--- src/rtl/jk_bank_arbiter_if.sv ---
// Request/grant and JK bank signals shared between two requesters and
// the JK bank arbiter.
interface jk_bank_arbiter_if #(
  parameter int WIDTH = 8
);
  logic             req0;
  logic [WIDTH-1:0] j0;
  logic [WIDTH-1:0] k0;
  logic             req1;
  logic [WIDTH-1:0] j1;
  logic [WIDTH-1:0] k1;
  logic             gnt0;
  logic             gnt1;
  logic [WIDTH-1:0] Q;
  logic [WIDTH-1:0] Qbar;
  logic             busy;
  logic             last;

  modport master (
    output req0, j0, k0, req1, j1, k1,
    input  gnt0, gnt1, Q, Qbar, busy, last
  );

  modport slave (
    input  req0, j0, k0, req1, j1, k1,
    output gnt0, gnt1, Q, Qbar, busy, last
  );
endinterface

--- src/rtl/jk_bank_arbiter.sv ---
// Round-robin arbiter granting two requesters one JK clock step each on a
// shared WIDTH-bit JK bank, with a 4-phase req/gnt handshake.
module jk_bank_arbiter #(
  parameter int WIDTH = 8
) (
  input  logic          Cp,
  input  logic          CLR,
  jk_bank_arbiter_if.slave bus
);

  typedef enum logic [1:0] {
    IDLE  = 2'd0,
    APPLY = 2'd1,
    WAIT  = 2'd2
  } state_t;

  state_t           r_state;
  logic [WIDTH-1:0] r_q;
  logic [WIDTH-1:0] r_jl;
  logic [WIDTH-1:0] r_kl;
  logic             r_win;
  logic             r_last;
  logic             r_gnt0;
  logic             r_gnt1;

  logic             w_any_req;
  logic             w_win_next;
  logic             w_req_win;

  function automatic logic [WIDTH-1:0] jk_step(
    input logic [WIDTH-1:0] q,
    input logic [WIDTH-1:0] j,
    input logic [WIDTH-1:0] k
  );
    logic [WIDTH-1:0] res;
    res = q;
    for (int i = 0; i < WIDTH; i++) begin
      case ({j[i], k[i]})
        2'b01:   res[i] = 1'b0;
        2'b10:   res[i] = 1'b1;
        2'b11:   res[i] = ~q[i];
        default: res[i] = q[i];
      endcase
    end
    return res;
  endfunction

  // On a tie the requester that did not win last time gets the bank.
  always_comb begin
    w_any_req  = bus.req0 | bus.req1;
    w_win_next = (bus.req0 && bus.req1) ? ~r_last : bus.req1;
    w_req_win  = r_win ? bus.req1 : bus.req0;
  end

  always_ff @(posedge Cp) begin
    if (CLR) begin
      r_state <= IDLE;
      r_q     <= '0;
      r_gnt0  <= 1'b0;
      r_gnt1  <= 1'b0;
      r_last  <= 1'b1;
      r_win   <= 1'b0;
    end else begin
      case (r_state)
        IDLE: begin
          if (w_any_req) begin
            r_win   <= w_win_next;
            r_jl    <= w_win_next ? bus.j1 : bus.j0;
            r_kl    <= w_win_next ? bus.k1 : bus.k0;
            r_state <= APPLY;
          end
        end
        // Commit is unconditional: the request was already accepted.
        APPLY: begin
          r_q     <= jk_step(r_q, r_jl, r_kl);
          r_gnt0  <= ~r_win;
          r_gnt1  <= r_win;
          r_last  <= r_win;
          r_state <= WAIT;
        end
        WAIT: begin
          if (!w_req_win) begin
            r_gnt0  <= 1'b0;
            r_gnt1  <= 1'b0;
            r_state <= IDLE;
          end
        end
        default: r_state <= IDLE;
      endcase
    end
  end

  assign bus.gnt0 = r_gnt0;
  assign bus.gnt1 = r_gnt1;
  assign bus.Q    = r_q;
  assign bus.Qbar = ~r_q;
  assign bus.busy = (r_state != IDLE);
  assign bus.last = r_last;

endmodule
--- src/flat_wrapper.sv ---
// flat-port wrapper written by rule: the top's interface ports become plain ports
module jk_bank_arbiter_flat 
#(
  parameter int WIDTH = 8
)
  (Cp, CLR, bus_req0, bus_j0, bus_k0, bus_req1, bus_j1, bus_k1, bus_gnt0, bus_gnt1, bus_Q, bus_Qbar, bus_busy, bus_last);
  jk_bank_arbiter_if #(.WIDTH(WIDTH)) bus_i ();
  input  logic Cp;
  input  logic CLR;
  input wire logic [$bits(bus_i.req0)-1:0] bus_req0;
  input wire logic [$bits(bus_i.j0)-1:0] bus_j0;
  input wire logic [$bits(bus_i.k0)-1:0] bus_k0;
  input wire logic [$bits(bus_i.req1)-1:0] bus_req1;
  input wire logic [$bits(bus_i.j1)-1:0] bus_j1;
  input wire logic [$bits(bus_i.k1)-1:0] bus_k1;
  output wire logic [$bits(bus_i.gnt0)-1:0] bus_gnt0;
  output wire logic [$bits(bus_i.gnt1)-1:0] bus_gnt1;
  output wire logic [$bits(bus_i.Q)-1:0] bus_Q;
  output wire logic [$bits(bus_i.Qbar)-1:0] bus_Qbar;
  output wire logic [$bits(bus_i.busy)-1:0] bus_busy;
  output wire logic [$bits(bus_i.last)-1:0] bus_last;
  assign bus_i.req0 = bus_req0;
  assign bus_i.j0 = bus_j0;
  assign bus_i.k0 = bus_k0;
  assign bus_i.req1 = bus_req1;
  assign bus_i.j1 = bus_j1;
  assign bus_i.k1 = bus_k1;
  assign bus_gnt0 = bus_i.gnt0;
  assign bus_gnt1 = bus_i.gnt1;
  assign bus_Q = bus_i.Q;
  assign bus_Qbar = bus_i.Qbar;
  assign bus_busy = bus_i.busy;
  assign bus_last = bus_i.last;
  jk_bank_arbiter #(.WIDTH(WIDTH)) u_core (.Cp(Cp), .CLR(CLR), .bus(bus_i));
endmodule
--- config.mk ---
export PLATFORM = sky130hd
export DESIGN_NAME = jk_bank_arbiter_flat
export DESIGN_NICKNAME = d
export VERILOG_FILES = /design/src/rtl/jk_bank_arbiter_if.sv /design/src/rtl/jk_bank_arbiter.sv /design/src/flat_wrapper.sv
export SDC_FILE = /design/constraint.sdc
export NUM_CORES = 1
export LEC_CHECK = 0
export CAP_MARGIN = 20
export CORE_MARGIN = 3
export CORE_UTILIZATION = 40
export DETAILED_ROUTE_END_ITERATION = 8
export GPL_ROUTABILITY_DRIVEN = 1
export PLACE_DENSITY = 0.76
export SLEW_MARGIN = 20
export SYNTH_ARGS = -nofsm -noshare
export SYNTH_HDL_FRONTEND = slang
export SYNTH_SLANG_ARGS = --single-unit
--- constraint.sdc ---
create_clock -name Cp -period 4.88 [get_ports Cp]
set_clock_uncertainty 0.15 [all_clocks]
set_input_delay 0.488 -clock Cp [delete_from_list [all_inputs] [get_ports Cp]]
set_output_delay 0.488 -clock Cp [all_outputs]
set_load 0.1 [all_outputs]
==> results.cfg <==
[clock_tree]
cts_htree_levels = 2
path_clk_slew_ns = 0.10
cts.path.max_buffers = 2
post_cts_buffers = 0
cts_hold_buf = 0
cts_root_buffer = clkbuf_4
numCtsBuffers = 5
insertion_delay_ns = 0.33
ctsResizeCount = 0
clock-sinks = 30
cts_tree = yes

[finish]
fill_cells = 227
antenna_cells = 0
layout-drive-gt1-share_pct = 19.0
final_nets = 193
final_cell_mix = clkdlybuf4s50_1, mux2_2, edfxtp_1, dfxtp_1
syn_to_final_growth_pct = 52.4
layout_commonest_cell = clkdlybuf4s50_1

[floorplanning]
die_width_um = 62.7
num_io_pins = 56
die_area_um2 = 3940
fp.coreArea_um2 = 2900
die_h_um = 62.7
num_rows = 19
initial_core_util_pct = 44.4

[critical_path]
crit_path_end_kind = output pin
crit_fanout = 5
path_class = flip-flop to output pin
rrSetupSlack_ns = 3.10
worstPathArrival_ns = 2.19
reg2reg_depth = 3
r2r_end = u_core.r_kl[6]
crit_required_ns = 4.24
r2r_start = u_core.r_state[1]
critPathLaunchType = flip-flop

[outcome]
status = completed

[place]
hpwl_mm = 2.08
port_buffers = 55
pre_cts_ws_ns = 2.05
finalWeightedCongestion = 0.677

[sta]
setup_viol = 0
worst_pin_slew_ns = 0.987
rsz0062_at_grt = false
relSlewSlack_pct = 34.0
tns_ns = 0
fin_crit_ns = 2.82
maxClockFrequency_ghz = 0.354
maxSlewViolCount = 0
post-route-period-util_pct = 57.9
setup_slack_ns = 2.06
whs_ns = 0.296
hold_violations = 0

[grt]
grt_max_degree = 19
track_usage_pct = 15.6
grt_use_met1_pct = 17.3
use_met3_pct = 4.50
antenna_found_initial = 0
grt_pass1_wl_mm = 4.74
grt_overflow_total = 0
grt-busiest-layer = met2
met2_usage_pct = 27.8
first_global_vias = 993

[routing]
routed_wl_mm = 2.83
routedWlPerCell_um = 14.2
ant_nets = 0
vias = 970
vias_per_cell = 4.85
remaining_drc_errors = 0
drtIter0Drc = 19
dr.pass1.iters = 4

[synth]
avgSynthCellArea_um2 = 13.0
yosysSeqAreaShare_pct = 59.1
syn_inst = 99
yosysUniqueCellTypes = 21
ys_seq_elements = 30
syn-cell-area_um2 = 1290
synth_warnings = 0
synth_fp_nets = 135

[worst_hold_path]
min_path_type = flip-flop to flip-flop
min_from = u_core.r_kl[5]
hold_path_end = u_core.bus.Q[5]
holdPathStages = 1

[job]
max_cap_violations = 0

[power_and_ir_drop]
ir_drop_uv = 234
power_leakage_uw = 0.000685
p_per_area_nw_per_um2 = 385
-- layout make-up --
class,count,area (µm²),area share (%)
multi-input combinational,54,450,23.0
tap,42,52.6,2.68
timing repair buffer,55,551,28.1
sequential,30,761,38.8
clock inverter,1,30.0,1.53
inverter,11,41.3,2.10
clock buffer,7,76.3,3.89
-- per-stage QoR --
| stage | area, µm² | utilization, % | cells | total power [µW] |
|---|---|---|---|---|
| 6_report | 1960 | 67.6 | 200 | 756 |
| 3_3_place_gp | 1850 | 63.8 | 192 | 514 |
| 4_1_cts | 1960 | 67.4 | 200 | 759 |
| 5_1_grt | 1960 | 67.6 | 200 | 782 |
| 3_5_place_dp | 1850 | 63.8 | 192 | 518 |
| 2_1_floorplan | 1290 | - | 99 | 457 |
-- how the worst max path moves through the flow --
stage / start / to / slack, ns / depth (start not counted)
3_3_place_gp: CLR / u_core.r_kl[1] / 2.16 / 2
3_5_place_dp: CLR / u_core.r_kl[1] / 2.05 / 2
2_1_floorplan: u_core.r_state[1] / u_core.r_jl[0] / 2.12 / 3
4_1_cts: u_core.r_state[1] / bus_busy / 2.09 / 3
6_report: u_core.r_state[1] / bus_busy / 2.06 / 3
5_1_grt: u_core.r_state[1] / bus_busy / 1.96 / 3
-- where the power goes --
group / internal, µW / switching [µW] / leakage, µW / total, µW
Clock: 153 / 90.3 / 0.0000567 / 243
Combinational: 71.2 / 139 / 0.000364 / 210
Sequential: 289 / 13.6 / 0.000265 / 303
-- logic make-up (layout without fill, tap and decap cells) --
family	count (synthesis)	in the layout	share of synthesized area, %
buffers and inverters	15	74	6.80
AND/OR/NAND/NOR	15	15	6.51
multiplexers	17	17	14.9
flip-flops	30	30	59.1
AO/OA/AOI/OAI	22	22	12.7
-- Yosys cell counts, drive strengths merged --
cell type	n	share of area (%)
mux2	17	15
edfxtp	16	37
dfxtp	14	22
a21oi	12	5.0
inv	11	3.2
a311oi	8	5.9
nor2	4	1.2
buf	3	3.3
nand2	3	0.87
nor3	3	1.2
a21boi	1	1.5
clkbuf	1	0.29
nand3b	1	0.58
nor2b	1	1.1
nor3b	1	0.58
nor4	1	0.49
o21ai	1	0.39
or2b	1	0.58
-- routing by layer --
| layer | up-vias | part of all wire, % |
|---|---|---|
| met5 | - | 0 |
| li1 | 478 | - |
| met3 | 7 | 6.1 |
| met1 | 447 | 41 |
| met4 | 0 | 1.8 |
| met2 | 38 | 51 |
-- critical path: stages (launching register included) --
cell and delay, ns:
dfxtp_1 0.44, nor2_1 0.08, inv_1 0.16, clkdlybuf4s50_1 1.17
-- registers in the layout, summed over array words and instances (netlist names) --
register / cells
u_core.bus.gnt1: 1
u_core.r_win: 1
u_core.r_state: 2
u_core.bus.last: 1
u_core.bus.Q: 8
u_core.r_kl: 8
u_core.bus.gnt0: 1
u_core.r_jl: 8
Note: power is estimated with default switching activity, not from simulation.
